[src/rtl/wb_stage_pkg.sv]
// wb_stage_pkg: shared writeback-stage types
package wb_stage_pkg;
  typedef struct packed {
    logic        do_branch;
    logic [31:0] branch_target;
    logic [31:0] control_flow_pc;
    logic        icache_invalidate;
    logic        register_write;
    logic [4:0]  rd;
    logic [31:0] exe_result;
  } alu_wb_inf_t;
  typedef struct packed {
    logic [4:0]  rd;
    logic [31:0] result;
  } lsu_wb_inf_t;
  typedef enum logic {WB_IDLE, WB_INV_WAIT} wb_state_t;
  localparam int LSU_WB_W = $bits(lsu_wb_inf_t);
endpackage

[src/rtl/wb_lsu_fifo.sv]
// wb_lsu_fifo: small synchronous FIFO buffering load results
module wb_lsu_fifo #(
  parameter int DEPTH = 2,
  parameter int WIDTH = 37
) (
  input  logic             clk,
  input  logic             rst,
  input  logic             push,
  input  logic [WIDTH-1:0] push_data,
  input  logic             pop,
  output logic [WIDTH-1:0] pop_data,
  output logic             full,
  output logic             empty
);
  localparam int AW = $clog2(DEPTH);
  logic [WIDTH-1:0] mem [DEPTH];
  logic [AW-1:0] wp, rp;
  logic [AW:0] cnt;
  logic push_ok, pop_ok;
  assign full = cnt == (AW+1)'(DEPTH);
  assign empty = cnt == '0;
  assign push_ok = push && !full;
  assign pop_ok = pop && !empty;
  assign pop_data = mem[rp];
  // pointers wrap naturally since DEPTH is a power of two
  always_ff @(posedge clk or posedge rst)
    if (rst) begin
      wp <= '0;
      rp <= '0;
      cnt <= '0;
    end else begin
      if (push_ok) wp <= wp + 1'b1;
      if (pop_ok) rp <= rp + 1'b1;
      cnt <= cnt + (AW+1)'(push_ok) - (AW+1)'(pop_ok);
    end
  // storage needs no reset; validity is tracked by cnt
  always_ff @(posedge clk)
    if (push_ok) mem[wp] <= push_data;
endmodule

[src/rtl/wb_stage.sv]
// wb_stage: writeback arbitration, redirect and fence.i invalidation handshake
module wb_stage
  import wb_stage_pkg::*;
#(
  parameter int LSU_FIFO_DEPTH = 2
) (
  input  logic        clk,
  input  logic        rst,
  input  logic        alu_valid,
  input  alu_wb_inf_t alu_wb_inf,
  input  logic        lsu_valid,
  input  logic [4:0]  lsu_rd,
  input  logic [31:0] lsu_result,
  output logic        lsu_ready,
  output logic        rf_we,
  output logic [4:0]  rf_rd,
  output logic [31:0] rf_wdata,
  output logic        wb_do_branch,
  output logic [31:0] wb_branch_target,
  output logic        btp_update_valid,
  output logic [31:0] btp_update_pc,
  output logic [31:0] btp_update_target,
  output logic        icache_inv_req,
  input  logic        icache_inv_ack,
  output logic        wb_hold
);
  wb_state_t state, state_next;
  lsu_wb_inf_t head;
  logic full, empty, alu_accept, alu_wr, pop, push, redirect, inv_start, inv_done;
  logic [31:0] inv_target;
  assign alu_accept = alu_valid && state == WB_IDLE;
  assign alu_wr = alu_accept && alu_wb_inf.register_write && alu_wb_inf.rd != 5'd0;
  assign pop = !alu_wr && !empty;
  assign lsu_ready = !full && !rst;
  assign push = lsu_valid && lsu_ready;
  assign inv_start = alu_accept && alu_wb_inf.icache_invalidate;
  assign inv_done = state == WB_INV_WAIT && icache_inv_ack;
  // a redirect in flight flushes the ALU, so a following branch cannot fire back-to-back
  assign redirect = alu_accept && alu_wb_inf.do_branch && !alu_wb_inf.icache_invalidate && !wb_do_branch;
  wb_lsu_fifo #(.DEPTH(LSU_FIFO_DEPTH), .WIDTH(LSU_WB_W)) u_fifo (
    .clk(clk), .rst(rst), .push(push), .push_data({lsu_rd, lsu_result}),
    .pop(pop), .pop_data(head), .full(full), .empty(empty)
  );
  // state register
  always_ff @(posedge clk or posedge rst)
    if (rst) state <= WB_IDLE;
    else state <= state_next;
  // next state: enter on fence.i, leave on invalidate ack
  always_comb begin
    state_next = state;
    state_next = inv_start ? WB_INV_WAIT : inv_done ? WB_IDLE : state;
  end
  // registered outputs and fence.i return target
  always_ff @(posedge clk or posedge rst)
    if (rst) begin
      rf_we <= 1'b0;
      rf_rd <= '0;
      rf_wdata <= '0;
      wb_do_branch <= 1'b0;
      wb_branch_target <= '0;
      btp_update_valid <= 1'b0;
      btp_update_pc <= '0;
      btp_update_target <= '0;
      icache_inv_req <= 1'b0;
      wb_hold <= 1'b0;
      inv_target <= '0;
    end else begin
      rf_we <= alu_wr || (pop && head.rd != 5'd0);
      rf_rd <= alu_wr ? alu_wb_inf.rd : head.rd;
      rf_wdata <= alu_wr ? alu_wb_inf.exe_result : head.result;
      wb_do_branch <= redirect || inv_done;
      if (redirect || inv_done) wb_branch_target <= inv_done ? inv_target : alu_wb_inf.branch_target;
      btp_update_valid <= redirect;
      if (redirect) btp_update_pc <= alu_wb_inf.control_flow_pc;
      if (redirect) btp_update_target <= alu_wb_inf.branch_target;
      icache_inv_req <= state_next == WB_INV_WAIT;
      wb_hold <= state_next == WB_INV_WAIT;
      if (inv_start) inv_target <= alu_wb_inf.branch_target;
    end
endmodule
[config.mk]
export PLATFORM = sky130hd
export DESIGN_NAME = wb_stage
export DESIGN_NICKNAME = d
export VERILOG_FILES = /design/src/rtl/wb_stage_pkg.sv /design/src/rtl/wb_lsu_fifo.sv /design/src/rtl/wb_stage.sv
export SDC_FILE = /design/constraint.sdc
export NUM_CORES = 1
export LEC_CHECK = 0
export CORE_ASPECT_RATIO = 0.7
export CORE_MARGIN = 4
export CORE_UTILIZATION = 47
export CTS_CLUSTER_DIAMETER = 60
export DETAILED_ROUTE_END_ITERATION = 10
export PLACE_DENSITY = 0.91
export SYNTH_ARGS = -nofsm -noshare
export SYNTH_HDL_FRONTEND = slang
export SYNTH_HIERARCHICAL = 1
export SYNTH_SLANG_ARGS = --single-unit
export TNS_END_PERCENT = 100
[constraint.sdc]
create_clock -name clk -period 6.55 [get_ports clk]
set_input_delay 1.31 -clock clk [delete_from_list [all_inputs] [get_ports clk]]
set_output_delay 1.31 -clock clk [all_outputs]
set_load 0.05 [all_outputs]
# After elaboration in Yosys (flattened, before gate mapping)

Memories as Yosys holds them, arrays and structs flattened.
Cells that the tools add are included.

Flip-flop bits (word level): 173
Latch bits: 0
Memory bits (writable): 74
Bits in read-only memories: 0
Output and inout port bits: 139
Logic and storage cells: 53
Memories kept: 1

Memory list:

| name       | words | bits a word | rd ports | clocked after memory_dff | write ports | line              | source |
|---|---|---|---|---|---|---|---|
| u_fifo.mem | 2     | 37          | 1        | 0                        | 1           | wb_lsu_fifo.sv:16 | `logic [WIDTH-1:0] mem [DEPTH];` |

$add $sub $neg: 4
$mul: 0
Div/mod/pow operators: 0
$lt $le $gt $ge: 0
Equality and inequality tests: 1
Shift operators: 0
Multiplexer cells: 7
Bitwise gates (word level): 1
Reduce and logical (&&, ||, !) cells: 26

Operator list:

| kind                | number |
|---|---|
| $mux 32             | 2 |
| $logic_and 1x1->1   | 14 |
| $reduce_bool 5->1   | 2 |
| $logic_not 1->1     | 6 |
| $mux 5              | 1 |
| $mux 1              | 4 |
| $add 1x1->1 const B | 2 |
| $add 2x1->2         | 1 |
| $eq 2x2->1 const B  | 1 |
| $logic_not 2->1     | 1 |
| $logic_or 1x1->1    | 2 |
| $reduce_bool 2->1   | 1 |
| $sub 2x1->2         | 1 |
| $not 1->1           | 1 |

# Logic depth before layout (Yosys ltp)

Depth after elaboration: 8
Depth in mapped cells: 11
Depth with buffers taken out: 10

# Modules after synthesis

The synthesis kept the hierarchy.

By module, submodules not included:

| module      | times used | cells each | area each (µm²) | seq. area each (µm²) |
|---|---|---|---|---|
| wb_stage    | 1          | 437        | 6,541.3         | 4,229.1 |
| wb_lsu_fifo | 1          | 134        | 2,954.1         | 2,322.2 |

# Worst setup path before layout

OpenSTA, ideal clock, no wires.

Path kind: input to register
Start: input port rst
End: memory u_fifo.mem[0][0] (enable)
Library setup time: 0.431 ns
Arrival: 3.896 ns
Required time: 6.119 ns
Setup slack: 2.223 ns
Cell stages on the path: 4
Path buffers: 0
Path through: nor2_1 > and2_1 > nand2_1 > nor2_1

Cells in the longest elaborated chain, start to end: 6

RTL lines:

| item                         | line              | source |
|---|---|---|
| start, declared              | wb_stage.sv:8     | `input logic rst,` |
| $logic_not 1->1 (no line)    | n/a               |  |
| $logic_and 1x1->1            | wb_stage.sv:34    | `assign lsu_ready = !full && !rst;` |
| $logic_and 1x1->1            | wb_stage.sv:35    | `assign push = lsu_valid && lsu_ready;` |
| named net push               | wb_stage.sv:29    | `logic full, empty, alu_accept, alu_wr, pop, push, redirect, inv_start, inv_done;` |
| $logic_and 1x1->1            | wb_lsu_fifo.sv:22 | `assign push_ok = push && !full;` |
| $mux 1                       | wb_lsu_fifo.sv:38 | `if (push_ok) mem[wp] <= push_data;` |
| $mux 1 (not written as such) | wb_lsu_fifo.sv:38 |  |
| end, declared                | wb_lsu_fifo.sv:16 |  |

The timed path passes the listed nets, and every way through them passes these cells.

# Worst setup path in the final report

Start: input port rst
End: output port lsu_ready

Cells in the longest elaborated chain, start to end: 2

RTL lines:

| item                      | line           | source |
|---|---|---|
| $logic_not 1->1 (no line) | n/a            |  |
| $logic_and 1x1->1         | wb_stage.sv:34 |  |
| end, declared             | wb_stage.sv:14 | `output logic lsu_ready,` |

Every way passes these cells.

==> metrics.yaml <==
critical_path:
  cp.required_ns: 5.24
  crit_top_cell: "clkdlybuf4s50_1"
  worst_path_dominant_cell_family: "buffers and inverters"
  cp.depth: 3
  r2r_cells: 4
  cpMaxStageDelayCell: "clkdlybuf4s50_1"
  r2r_setup_slack_ns: 3.26
  startpoint_type: "input pin"
  crit_buf_inv: 2
  r2r_end: "wb_branch_target[1]"
  crit_type: "in2out"
  arrival_ns: 2.79
  slowest_delay_ns: 0.82
  cp-end-kind: "output port"
  worstPathMaxFanout: 3
  r2r_start: "wb_do_branch"
  path_cells: "clkdlybuf4s50_1 > nor2_1 > clkdlybuf4s50_1"
power_and_ir_drop:
  pwr-share-comb: 0.384
  power_density_nw_per_um2: 439
  p_clk_frac: 0.240
  ir_worst_vdd_uv: 284
  p_leak_nw: 5.44
  power.switching_mw: 2.18
  p_int_mw: 3.69
  swShare: 0.371
  seqPwrFrac: 0.376
global_route:
  grt_max_degree: 72
  grt_pass1_wl_um: 35900
  antenna_found_initial: 0
  first_global_vias: 6424
  grt-ovfl-total: 0
  grt_usage: 0.200
logic_synthesis:
  synth_top_area_cell: "dfrtp_1"
  synthAdderAreaFrac: 0.00264
  yosysTopAreaCellShare: 0.456
  avgSynthCellArea_um2: 16.6
  muxShareOfSynthArea: 0.207
  synth_top_family_by_area: "multiplexers"
  seq_area_frac_synth: 0.690
  synth.area.top_cells: "dfrtp_1 46%, edfxtp_1 23%, mux2_2 17%, mux2_4 3.2%, o32ai_1 1.8%"
  synth_xor_area_frac: 0.00369
  ys_seq_elements: 247
  synthesis.nets: 719
  synth-compound-area-share: 0.0459
  synth.distinct_cells: 33
  syn_area_um2: 9500
  synth_simple_gate_area_frac: 0.0208
  yosys_warnings: 6
  synth_cells: 571
floorplan:
  rows: 43
  die_width_um: 178
  core_um2: 19900
  start_util: 0.478
  dieArea_um2: 22600
  die_h_um: 127
  io_pins: 285
detailed_routing:
  wl_per_cell_um: 20.1
  drt_first_pass_iters: 5
  vias: 5908
  drtAntennaViolNets: 0
  route.detailed.drc: 0
  viasPerCell: 5.16
  drt_wl_total_um: 23000
  first_iter_violations: 338
place:
  place_ws_ns: 2.34
  place.gp.congestion: 0.763
  dp_hpwl_um: 15700
  io_buffers: 284
  dp.cells: 1099
cts:
  post_cts_buffers: 0
  cts_made_buffers: 25
  cts_resized: 0
  cts-root-buf: "clkbuf_16"
  clk_path_buf_depth: 3
  clk_latency_ns: 0.51
  cts_tree: "yes"
  cts_hold_buffers: 0
  cts.htree.levels: 1
  cts.clk_slew.worst_paths_ns: 0.06
  clock-sinks: 247
timing:
  relSlewSlack: 0.240
  final.setup_skew_ns: 0.0126
  drv_slew: 0
  fin_crit_sh: 0.627
  worst_pin_slew_ns: 1.14
  setup_viol: 0
  fin_ws_ns: 2.45
  hold_viol_final: 0
  rsz0062_at_grt: "false"
  finalCriticalPeriod_ns: 4.10
  clock.fmax_mhz: 244
  tns_ns: 0
hold_path:
  worstHoldStart: "inv_target[8]"
  hold_end: "inv_target[8]"
  min_path_type: "reg2reg"
  hold_depth: 1
final_layout:
  diodes: 0
  layout_commonest_cell: "clkdlybuf4s50_1"
  fin_util: 0.675
  nets: 1004
  final_cell_mix: "284 x clkdlybuf4s50_1, 172 x dfrtp_1, 141 x mux2_2, 74 x edfxtp_1, 26 x inv_1"
  fin_cells: 1145
  area_growth_syn_to_layout_pct: 41.1
  drive_above_1_share: 0.248
flow_run:
  maxCapViolCount: 0
run_status:
  status: "complete, no violations"
## metal layers
metal | up-vias | share of wire | track usage
li1 | 2675 | - | -
met1 | 3018 | 0.42 | 0.266
met2 | 182 | 0.50 | 0.338
met3 | 33 | 0.061 | 0.0408
met4 | 0 | 0.024 | 0.0555
met5 | - | 0 | 0
## per-stage QoR
step                      hold WS (ns)  cell area [um^2]  total power [mW]
after floorplan                  0.460              9500              3.69
after global placement           0.478             12600              4.44
after detailed placement         0.484             12600              4.50
after CTS                        0.498             13400              5.93
after global routing             0.508             13400              6.11
final                            0.496             13400              5.88
## power by group through the flow
stage               sequential (mW)  clock [mW]  combinational [mW]
finish                         2.21        1.41                2.26
global route                   2.25        1.51                2.35
CTS                            2.21        1.45                2.28
global placement               2.21           0                2.23
detailed placement             2.23           0                2.26
floorplan                      3.08           0               0.611
## worst register-to-register path, cell delays in order, from the launching register on
cell     delay [ns]
dfrtp_1        1.00
inv_1          0.29
nand2_2        0.71
inv_2          0.62
a221o_1        0.55
## logic make-up after synthesis
kind of cell             after synthesis
flip-flops                           247
multiplexers                         168
AO/OA/AOI/OAI                         58
buffers and inverters                 58
AND/OR/NAND/NOR                       34
XOR/XNOR                               4
adder cells (fa/ha/maj)                2
## cells in the mapped netlist, drive strengths merged
| cell | count |
|---|---|
| a21oi | 21 |
| a221o | 11 |
| a32o | 1 |
| and2 | 2 |
| and3 | 12 |
| and4bb | 1 |
| buf | 20 |
| clkbuf | 10 |
| dfrtp | 173 |
| edfxtp | 74 |
| ha | 2 |
| inv | 28 |
| mux2 | 168 |
| nand2 | 7 |
| nand2b | 1 |
| nand3 | 1 |
| nand4bb | 1 |
| nor2 | 4 |
| nor2b | 3 |
| o211ai | 2 |
| o21ai | 3 |
| o32ai | 20 |
| or4 | 2 |
| xnor2 | 3 |
| xor2 | 1 |
## worst max path at each step
| stage | to | startpoint |
|---|---|---|
| after floorplan | btp_update_pc[0] | rst |
| after global placement | btp_update_pc[24] | alu_wb_inf[38] |
| after detailed placement | btp_update_pc[24] | alu_wb_inf[38] |
| after CTS | lsu_ready | rst |
| after global routing | lsu_ready | rst |
| final | lsu_ready | rst |
## area by class of cell
class / count / area (um^2)
well taps: 270 / 338
multi-input cells: 266 / 2690
flip-flops and latches: 247 / 6550
repair buffers: 288 / 2870
fillers: 1324 / 6460
clock buffers: 36 / 737
inverters: 28 / 110
clock inverters: 10 / 91.3
## state kept, by name, summed over array words and instances (netlist names)
signal             count
u_fifo/mem            74
wb_branch_target      32
inv_target            32
u_fifo/cnt             2
btp_update_pc         32
u_fifo/wp              1
rf_wdata              32
rf_we                  1
btp_update_target     32
rf_rd                  5
u_fifo/rp              1
wb_hold                1
btp_update_valid       1
wb_do_branch           1
No activity file was read; power rests on OpenSTA's default activity.
